### src/rtl/mac_seq_ctrl.sv
// rtl/mac_seq_ctrl.sv - sequencer for one signed INT8 MAC lane
// Clears the MAC, streams K operand pairs, waits out acc latency, returns the sum.
module mac_seq_ctrl #(
  parameter int KW = 16
) (
  input  logic          clk,
  input  logic          rst_n,
  input  logic          start,
  input  logic [KW-1:0] k_len,
  input  logic          abort,
  output logic          busy,
  output logic          done,
  input  logic          in_valid,
  output logic          in_ready,
  input  logic [7:0]    in_a,
  input  logic [7:0]    in_b,
  output logic [7:0]    mac_a,
  output logic [7:0]    mac_b,
  output logic          mac_en,
  output logic          mac_clr,
  input  logic [31:0]   mac_acc,
  output logic          out_valid,
  input  logic          out_ready,
  output logic [31:0]   out_data
);

  typedef enum logic [2:0] {S_IDLE, S_CLEAR, S_RUN, S_WAIT, S_OUTPUT} state_t;

  state_t        state, state_nxt;
  logic [KW-1:0] counter, k_reg;
  logic          abort_act, last_pair;

  assign abort_act = abort && (state != S_IDLE);
  assign last_pair = (counter == k_reg - KW'(1));
  assign mac_a     = in_a;
  assign mac_b     = in_b;

  always_ff @(posedge clk or negedge rst_n) begin
    if (!rst_n) state <= S_IDLE;
    else        state <= state_nxt;
  end

  always_comb begin
    state_nxt = state;
    if (abort_act) begin
      state_nxt = S_IDLE;
    end else begin
      case (state)
        S_IDLE:   if (start) state_nxt = S_CLEAR;
        S_CLEAR:  state_nxt = (k_reg != '0) ? S_RUN : S_WAIT;
        S_RUN:    if (mac_en && last_pair) state_nxt = S_WAIT;
        S_WAIT:   state_nxt = S_OUTPUT;
        S_OUTPUT: if (out_ready) state_nxt = S_IDLE;
        default:  state_nxt = S_IDLE;
      endcase
    end
  end

  // Abort drops in_ready in its cycle so no pair is consumed while the MAC clears.
  always_comb begin
    busy      = (state != S_IDLE);
    in_ready  = (state == S_RUN) && !abort;
    mac_en    = (state == S_RUN) && !abort && in_valid;
    mac_clr   = (state == S_CLEAR) || abort_act;
    out_valid = (state == S_OUTPUT);
    done      = (state == S_OUTPUT) && out_ready;
  end

  always_ff @(posedge clk or negedge rst_n) begin
    if (!rst_n) begin
      counter  <= '0;
      k_reg    <= '0;
      out_data <= '0;
    end else begin
      if (abort_act) begin
        counter <= '0;
      end else if (state == S_IDLE && start) begin
        counter <= '0;
        k_reg   <= k_len;
      end else if (mac_en) begin
        counter <= counter + KW'(1);
      end
      if (state == S_WAIT && !abort) out_data <= mac_acc;
    end
  end

`ifndef SYNTHESIS
  a_clr_en_excl: assert property (@(posedge clk) disable iff (!rst_n) !(mac_clr && mac_en));
  a_out_stable:  assert property (@(posedge clk) disable iff (!rst_n)
                   (out_valid && !out_ready) |=> $stable(out_data));
  a_cnt_bound:   assert property (@(posedge clk) disable iff (!rst_n) counter <= k_reg);
`endif

endmodule

### config.mk
export PLATFORM = sky130hd
export DESIGN_NAME = mac_seq_ctrl
export DESIGN_NICKNAME = d
export VERILOG_FILES = /design/src/rtl/mac_seq_ctrl.sv
export SDC_FILE = /design/constraint.sdc
export NUM_CORES = 1
export LEC_CHECK = 0
export CAP_MARGIN = 25
export CORE_MARGIN = 4
export CORE_UTILIZATION = 35
export DETAILED_ROUTE_END_ITERATION = 8
export HOLD_SLACK_MARGIN = 0.1
export PLACE_DENSITY = 0.66
export SLEW_MARGIN = 20
export SYNTH_ARGS = -nofsm -noshare
export SYNTH_HDL_FRONTEND = slang
export SYNTH_SLANG_ARGS = --single-unit
### constraint.sdc
create_clock -name clk -period 2.35 [get_ports clk]
set_input_delay 0.3525 -clock clk [delete_from_list [all_inputs] [get_ports clk]]
set_output_delay 0.3525 -clock clk [all_outputs]
set_load 0.005 [all_outputs]
==> results.txt <==
The flow ran to the end, and the final reports show no timing, DRC or antenna violations. For the number of global-route vias before repair, the log shows 2846. The run gives 0.004528 mm2 as the placed cell area.

The wire length per cell after detailed routing was 14.77 um; the aggregate negative setup slack was 0 ns. Setup violations remaining at the end of the flow were counted as 0. The wire length on met3 was 933 um. At the end of routability-driven placement, the weighted congestion stood at 0.8922. The achievable clock frequency was 435.5 MHz; the share of synthesized registers carrying an async set or reset was 100.0%.

The signal on the critical path passes through or4_1 > buf_4 > nor4_2 > and3_1 > o22ai_1 > or4_1 > o21ai_1. The clock tree synthesis step divided the H-tree into 3 levels. For this design the ratio of total power to cell area is 1098 mW/mm2. In the final routing, the length of wire on met1 measures 3495 um. In this run the vertical extent of the chip is 106.9 um.

Critical path class: flop to flop. Worst slew slack as a fraction of its limit: 54.42%. The run gives 8077 um as the final wirelength.

The tools report the endpoint required time on the critical path as 2.62 ns. The register with the most flip-flops in the layout has 32 of them. The most common cell after layout, fill and taps aside was clkdlybuf4s50_1. The number of antenna diodes in the final layout is 0. In the finished design, the share of the clock period the worst path needs comes to 97.71%. The most numerous cell type found on the critical path is or4_1. For the placed instance count, the log shows 527. The slowest library cell on the worst path was or4_1. In this run the worst hold path is classified as flop to flop.

The clock passes through at most 2 buffers. Global routing used 15.13% of the available tracks. In this run, synthesis produced a sequential element count of 67. Clock-pin slew was measured on the worst setup and hold paths at 0.07 ns. After routing the design area is 0.004832 mm2. In the layout the commonest cells are 88 x clkdlybuf4s50_1, 65 x dfrtp_1, 47 x mux2_2.

The total power draw was 5.307 mW. Count of input and output buffers: 91. Max-cap violations in this run came to 0. The tree built by TritonCTS fans out to 67 sinks.

STA classifies the critical path endpoint as a flop. From synthesis to final layout, the design area changed by 41.26%. Top routing layer in use: met4. In this run, distinct cell masters in the synthesized netlist total 46. The synthesized design contains 0 enable-type register cells. The run gives 384 as the post-synth net total. The floorplan step defined a die boundary enclosing 0.01142 mm2. In this run the mean area of a mapped cell was 10.96 um2.

IR analysis of the VDD net gives a maximum drop of 0.7125 mV. Arrival time at the worst endpoint: 2.56 ns. The die outline width is 106.9 um, and the clock latency reported for the late side of the worst-skew pair is 0.34 ns. For the initial antenna violation count, the log shows 0. The logs give 0.009371 mm2 for the area of the core and 13680 um for the global-route wire length before repair.

The number of placement rows was 35. The worst setup path is launched from a flop. The kind of cell with the highest combined delay along the critical path is simple AND/OR/NAND/NOR gates.

For this design the top-level I/O count stands at 124. The total via count after detailed routing is 2643, and the number of nets at the end of the flow is 486. The count of buffer and inverter cells on the critical path was 1; the number of cells produced by synthesis was 312. The post-synth design cell area was 0.003421 mm2; the per-cell via count in the routed design was 4.832. In the routed design, unresolved DRC markers number 0.

The total count of hold-check failures in the final report came out at 0. After layout, the minimum clock period comes to 2.296 ns. The tools report the post-detailed-placement half-perimeter wirelength as 6125 um.

For this run, the number of Yosys warnings is 0. Hold timing on the final database bottoms out at a slack of 0.5051 ns. TritonCTS built the clock tree. Transition at the pin with the smallest max-transition slack: 0.6837 ns.

The share of cells above drive strength 1 was 24.40%. The highest net fanout along the worst path works out to 5. The first detailed-routing pass took 4 iterations. The number of max-slew violations in the final report was 0; the effective utilization at floorplan was 36.50%. The logs give 9 for the total clock buffers created by CTS and 3539 um for the wire length on met2.

The pin count of the biggest net entering global routing was 39. The number of DRC violations after detailed-routing iteration 0 came out at 58. The biggest cell delay along the critical path is 0.56 ns, and the total leakage power is 2.032 nW. Once layout is complete, the cells apart from fillers number 547.

The part of the Yosys area used for sequential elements came out at 49.01%. The clock tree root buffer cell was clkbuf_8. The final antenna-violating net count came out at 0. The clock arrives with 0.01330 ns of skew. For this run, the leading register cell type out of synthesis is dfrtp_1. Remaining global-route overflow: 0.
## where the power goes
part | internal, mW | total (mW) | switching [mW]
Sequential | 1.58 | 1.90 | 0.320
Combinational | 1.39 | 2.25 | 0.864
Clock | 0.702 | 1.15 | 0.448
Total | 3.68 | 5.31 | 1.63
## worst paths after layout
check,from,to,slack (ns),cells past startpoint
worst min-delay path,out_data[16],out_data[16],0.51,1
worst max register to register,k_reg[6],state[0],0.05,7
min in group asynchronous,rst_n,out_data[30],0.57,2
worst max-delay path,k_reg[6],state[0],0.05,7
max in group asynchronous,rst_n,counter[14],1.12,3
worst min register to register,out_data[16],out_data[16],0.51,1
## layout make-up
| cell class | instances | area [um2] |
|---|---|---|
| clock inverter | 6 | 115.1 |
| sequential | 67 | 1679 |
| multi-input combinational | 209 | 1574 |
| timing repair buffer | 120 | 1152 |
| fill | 860 | 4539 |
| tap | 129 | 161.4 |
| inverter | 7 | 26.28 |
| clock buffer | 9 | 123.9 |
## Yosys cell counts (2+ instances only)
cell	instances	area share (%)
a21o_1	2	0.44
a21oi_1	7	1.0
a2bb2oi_1	2	0.51
a31oi_1	2	0.37
and2_1	3	0.55
and3_1	3	0.55
buf_4	16	3.5
clkbuf_1	12	1.3
dfrtp_1	67	49
ha_1	2	0.73
inv_1	7	0.77
mux2_2	47	15
nand2_1	18	2.0
nand2b_1	4	0.73
nand3_1	7	1.0
nand3b_1	2	0.44
nand4_1	4	0.73
nor2_1	27	3.0
nor2b_1	2	0.37
nor3_1	6	0.88
nor4_1	5	0.91
o21ai_0	9	1.3
or3_1	4	0.73
or4_1	3	0.66
xnor2_1	10	2.6
xor2_1	21	5.4
## repair_timing
action,in CTS,in global routing
pin swaps,2,2
setup buffers,3,1
resized for setup,4,3
hold buffers,1,0
setup endpoints to repair,1,2
hold endpoints to repair,29,0
## per-stage QoR
stage / setup WS [ns] / utilization (%)
after floorplan: 0.01118 / -
after global placement: -0.08105 / 48.32
after detailed placement: -0.1025 / 48.32
after CTS: 0.02181 / 51.32
after global routing: -0.02961 / 51.56
final: 0.05382 / 51.56
## kinds of logic (layout without fill, tap and decap cells)
| family | Yosys count | count (layout) | share of synthesized area [%] |
|---|---|---|---|
| fa+ha+maj | 2 | 2 | 0.7314 |
| compound gates | 35 | 35 | 6.767 |
| buf+inv | 36 | 142 | 5.743 |
| flops | 67 | 67 | 49.01 |
| mux | 47 | 47 | 15.47 |
| xor+xnor | 31 | 31 | 7.937 |
| simple gates | 94 | 94 | 14.34 |
## layer usage
metal	track usage, %	up-vias
met5	0	-
met3	8.429	11
li1	-	1278
met1	18.58	1257
met4	5.479	0
met2	22.26	97
(Power assumes the default switching activity.)
